File: config.mk
export PLATFORM = sky130hd
export DESIGN_NAME = arbiter_wrr
export DESIGN_NICKNAME = d
export VERILOG_FILES = /design/src/rtl/arbiter_wrr.sv
export SDC_FILE = /design/constraint.sdc
export NUM_CORES = 1
export LEC_CHECK = 0
export BUFFER_PORTS_ARGS = -buffer_cell sky130_fd_sc_hd__buf_2
export CAP_MARGIN = 20
export CORE_UTILIZATION = 40
export DETAILED_ROUTE_END_ITERATION = 8
export PLACE_DENSITY = 0.74
export SLEW_MARGIN = 20
export SYNTH_ARGS = -nofsm -noshare
export SYNTH_HDL_FRONTEND = slang
export SYNTH_SLANG_ARGS = --single-unit
File: constraint.sdc
create_clock -name clk -period 9.95 [get_ports clk]
set_input_delay 0 -clock clk [delete_from_list [all_inputs] [get_ports clk]]
set_output_delay 0 -clock clk [all_outputs]
set_load 0.05 [all_outputs]
File: src/rtl/arbiter_wrr.sv
// rtl/arbiter_wrr.sv - weighted round-robin arbiter with transaction locking
//
// Grants one of N requesters. A grant is held for a whole multi-beat
// transaction, which ends on a beat with last[i] high. The favoured requester
// (ptr) may complete up to weight[ptr] consecutive transactions before its
// turn passes to the next index. A weight of 0 counts as 1.
//
// Ports:
//   clk       clock
//   rstn      asynchronous active-low reset
//   enable    low forces gnt to 0; internal state is retained
//   req       per-requester request, a beat is offered while high
//   last      per-requester end-of-transaction flag, qualified by the beat
//   ready     downstream accepts the current beat
//   weight    packed weights, weight[i] = weight[i*W +: W]
//   gnt       one-hot grant or 0
//   gnt_id    index of the granted requester, 0 when gnt is 0
//   gnt_valid equals |gnt
//   locked    high while a multi-beat transaction is in progress

module arbiter_wrr #(
  parameter int N   = 4,
  parameter int W   = 4,
  parameter int IDW = $clog2(N)
) (
  input  logic             clk,
  input  logic             rstn,
  input  logic             enable,
  input  logic [N-1:0]     req,
  input  logic [N-1:0]     last,
  input  logic             ready,
  input  logic [N*W-1:0]   weight,
  output logic [N-1:0]     gnt,
  output logic [IDW-1:0]   gnt_id,
  output logic             gnt_valid,
  output logic             locked
);

  localparam logic [0:0] S_IDLE   = 1'b0;
  localparam logic [0:0] S_LOCKED = 1'b1;

  logic [0:0]     state;
  logic [IDW-1:0] owner;
  logic [IDW-1:0] ptr;
  logic [W-1:0]   cnt;

  // Rotating priority scan starting at ptr.
  logic           win_found;
  logic [IDW-1:0] win_id;
  logic [IDW-1:0] idx;

  always_comb begin
    win_found = 1'b0;
    win_id    = '0;
    idx       = '0;
    for (int k = 0; k < N; k++) begin
      idx = IDW'((int'(ptr) + k) % N);
      if (!win_found && req[idx]) begin
        win_found = 1'b1;
        win_id    = idx;
      end
    end
  end

  // Once locked, the owner keeps the grant regardless of other requests.
  logic [IDW-1:0] cur_id;
  logic           cur_any;
  logic           gnt_on;
  logic           beat;

  always_comb begin
    cur_id  = (state == S_LOCKED) ? owner : win_id;
    cur_any = (state == S_LOCKED) ? 1'b1 : win_found;
    // rstn gates the grant so nothing leaks out while reset is held.
    gnt_on  = rstn & enable & cur_any;
    beat    = gnt_on & req[cur_id] & ready;
  end

  assign gnt       = gnt_on ? ({{(N-1){1'b0}}, 1'b1} << cur_id) : '0;
  assign gnt_id    = gnt_on ? cur_id : '0;
  assign gnt_valid = |gnt;
  assign locked    = (state == S_LOCKED);

  // Completion bookkeeping for the channel that carries the last beat.
  logic [W-1:0] w_arr [N];
  logic [W:0]   eff_w;
  logic [W:0]   n_done;

  always_comb begin
    for (int i = 0; i < N; i++) begin
      w_arr[i] = weight[i*W +: W];
    end
    eff_w  = (w_arr[cur_id] == '0) ? (W+1)'(1) : {1'b0, w_arr[cur_id]};
    // A different channel completing starts a fresh turn at one transaction.
    n_done = (cur_id == ptr) ? ({1'b0, cnt} + (W+1)'(1)) : (W+1)'(1);
  end

  always_ff @(posedge clk or negedge rstn) begin
    if (!rstn) begin
      state <= S_IDLE;
      owner <= '0;
      ptr   <= '0;
      cnt   <= '0;
    end else if (beat) begin
      if (last[cur_id]) begin
        state <= S_IDLE;
        if (n_done < eff_w) begin
          ptr <= cur_id;
          cnt <= n_done[W-1:0];
        end else begin
          ptr <= (cur_id == IDW'(N-1)) ? '0 : cur_id + IDW'(1);
          cnt <= '0;
        end
      end else if (state == S_IDLE) begin
        state <= S_LOCKED;
        owner <= cur_id;
      end
    end
  end

endmodule

==> impl_metrics.ini <==
[status]
status = completed

[worst_setup_path]
critical_path_buf_inv_count = 1
crit_type = reg2reg
critical_path_stages = 14
critPathMostFrequentCell = nor2_1
critPathSlowestCell = dfrtp_1
r2r-end = cnt[3]
setup.reg_to_reg.worst_slack_ps = 6070
critPathTopFamily = compound AO/OA/AOI/OAI gates
worstSetupStartpoint = ptr[1]
worst_setup_path_end_kind = flop
cpPeakStageDelay_ps = 630
reg2regPathDepth = 14
cp.arrival_ps = 4020
timing.rr.start = ptr[1]
path_max_fanout = 14
cp_cell_sequence = and4bb_4, a31o_1, a221o_4, nand2_2, inv_1, nor2_1, nor2_1, o21ai_0, ha_1, a21o_1, a21oi_1, o221ai_2, or2_4, o41ai_1
required_ps = 10100
setup.worst_path.end = cnt[3]
critical_path.startpoint_type = flop

[clock_network]
clkSinkCount = 9
cts_max_path_buffers = 2
tritoncts = built
clkLatencyLatePin_ps = 260
cts_htree_levels = 1
postCtsSetupRepairBufs = 0
cts.clk_slew.worst_paths_ps = 70
total_clock_buffers_created_by_cts = 3
ctsRootBufferMaster = clkbuf_4

[logic_synthesis]
synthTopCellsByArea = dfrtp_1, ha_1, nor2_1
syn_area_per_cell_sq_um = 8.57
netlist_area_sq_um = 1450
post_syn_nets = 205
ys_seq_area_share_pct = 15.6
synth_top_area_share_pct = 15.6
synth_xor_xnor_area_share_pct = 1.21
synth-compound-area-share_pct = 29.6
synth-simple-area-share_pct = 30.6
synth.largest_area_cell = dfrtp_1
synth-edff-count = 0
most_used_dff_post_synth = dfrtp_1
synthesis.yosys.warnings = 0
muxShareOfSynthArea_pct = 7.95
dominant_combinational_cell_family_by_area_after_synthesis = simple AND/OR/NAND/NOR gates
ffs_latches_synth = 9
asr_flop_ratio_synth_pct = 100
synthesis.instances = 169
yosys.area_share.adder_pct = 6.91
netlist-cell-type-count = 64

[finish]
synthToLayoutAreaGrowth_pct = 12.5
fillers = 334
final_net_count = 237
fraction_of_final_layout_cells_with_drive_strength_greater_than_1_pct = 33.0
fin_util_pct = 48.1
insertedDiodeCount = 0

[sta]
timing_max_transition_violations_final = 0
setup_violations = 0
whs_ps = 149
worstMarginPinSlew_ps = 613
max-slew-margin-rel_pct = 59.1
min_period_over_period_pct = 39.0
fmaxAchievable_ghz = 0.258
fin_ws_ps = 6070
totalNegativeSetupSlack_ps = 0
timing_hold_violations_final = 0
finalCriticalPeriod_ps = 3880
unrepaired_setup_endpoints_after_global_routing = no
fin_skew_ps = 6.47

[floorplanning]
coreArea_sq_um = 3390
fp.dieArea_sq_um = 3860
die_width_um = 62.2
placement_rows = 21
pin_count = 36
die_h_um = 62.2
start_util_pct = 42.7

[route]
route.final.wire_length_um = 3480
first_pass_iters = 4
detailedRoute.firstIterationViolations = 50
remaining_drc_errors = 0
antenna_violating_nets_post_route = 0
route.detailed.vias_per_inst = 5.67
drt-wirelength-per-cell_um = 14.1
detailroute.via_count = 1395

[grt]
global_route_wire_length_before_repair_um = 5640
grt_max_degree = 15
via_count_of_the_first_global_routing_pass = 1316
grt_remaining_overflow = 0
antenna_violations_before_repair = 0
global_router_s_overall_resource_usage_pct = 17.7

[placed_design]
place_worst_setup_slack_ps = 6090
io_buffers = 35
hpwl_um = 2740
final_estimated_routing_congestion_in_global_placement = 0.890

[flow_run]
cap_viol_max_count = 0

[power_and_ir_drop]
irDropWorstVdd_v = 0.000106
post-layout-total-power_uw = 435
p_per_area_nw_per_um2 = 267
power_leakage_uw = 0.000702

[hold_path]
hold_path_class = in2async
## power by group
| group | switching (uW) | internal [uW] |
|---|---|---|
| combinational | 209 | 123 |
| clock | 13.3 | 15.5 |
| sequential | 26.4 | 48.0 |
| total | 249 | 187 |
## logic make-up after synthesis
kind of cell | count (synthesis)
AOI/OAI and AO/OA | 48
xor gates and xnor gates | 2
adders and majority gates | 8
buffers and inverters | 16
DFF | 9
muxes | 9
and+or+nand+nor | 77
## how the worst min path moves through the flow
stage,start,to,slack [ps],depth (start not counted)
2_1_floorplan,rstn,cnt[0],-300,0
3_3_place_gp,rstn,ptr[1],-130,1
3_5_place_dp,rstn,locked,-120,1
4_1_cts,rstn,ptr[1],130,2
5_1_grt,rstn,owner[0],140,2
6_report,rstn,locked,150,2
## cell usage after synthesis (4+ instances only)
cell type	instances
inv_1	5
mux2_2	4
dfrtp_1	9
nor2_1	19
nand3_1	12
and2_1	7
o21ai_0	10
buf_6	5
ha_1	8
a21oi_1	8
nor3_1	4
nand2_1	12
## sequential cells by signal, summed over array words and instances, names as in the netlist
register  flops
locked        1
ptr           2
cnt           4
owner         2
## what timing repair did
item | in CTS | in global routing
hold buffers | 1 | 0
gates resized for setup | 0 | 0
endpoints found under the hold margin | 9 | 0
## per-layer routing
layer / GRT usage, % / share of wire, % / wire length [um] / vias to the layer above
li1: - / - / - / 707
met5: 0 / 0 / 0 / -
met4: 2.03 / 0 / 0 / 0
met3: 3.49 / 2.7 / 95 / 0
met2: 33.7 / 51 / 1770 / 25
met1: 20.8 / 46 / 1610 / 663
## placed cells by master, fill, tap and decap left out, drive strengths merged, types with 3 or more instances in the layout
cell type,synthesis,routed
o221ai,3,3
dfrtp,9,9
a31oi,3,3
a21oi,9,9
and2,8,8
mux2i,4,4
buf,7,35
or3,3,3
mux2,4,4
nor2,20,20
clkbuf,2,4
inv,7,7
nand2,13,13
ha,8,8
o21ai,11,11
or2,3,3
a2111oi,3,3
nor3,4,4
nand3,13,13
## area by class of cell
type                            instances  area (sq um)  share of cell area [%]
Multi-Input combinational cell        144          1100                    67.7
Sequential cell                         9           225                    13.8
Timing Repair Buffer                   36           185                    11.4
Tap cell                               46          57.6                    3.53
Inverter                                7          31.3                    1.92
Clock buffer                            4          26.3                    1.61
## metrics by stage
step | area [sq um] | instances
after floorplan | 1450 | 169
after global placement | 1590 | 241
after detailed placement | 1590 | 241
after CTS | 1630 | 246
after global routing | 1630 | 246
final | 1630 | 246
Power figures use the tool's default switching activity.
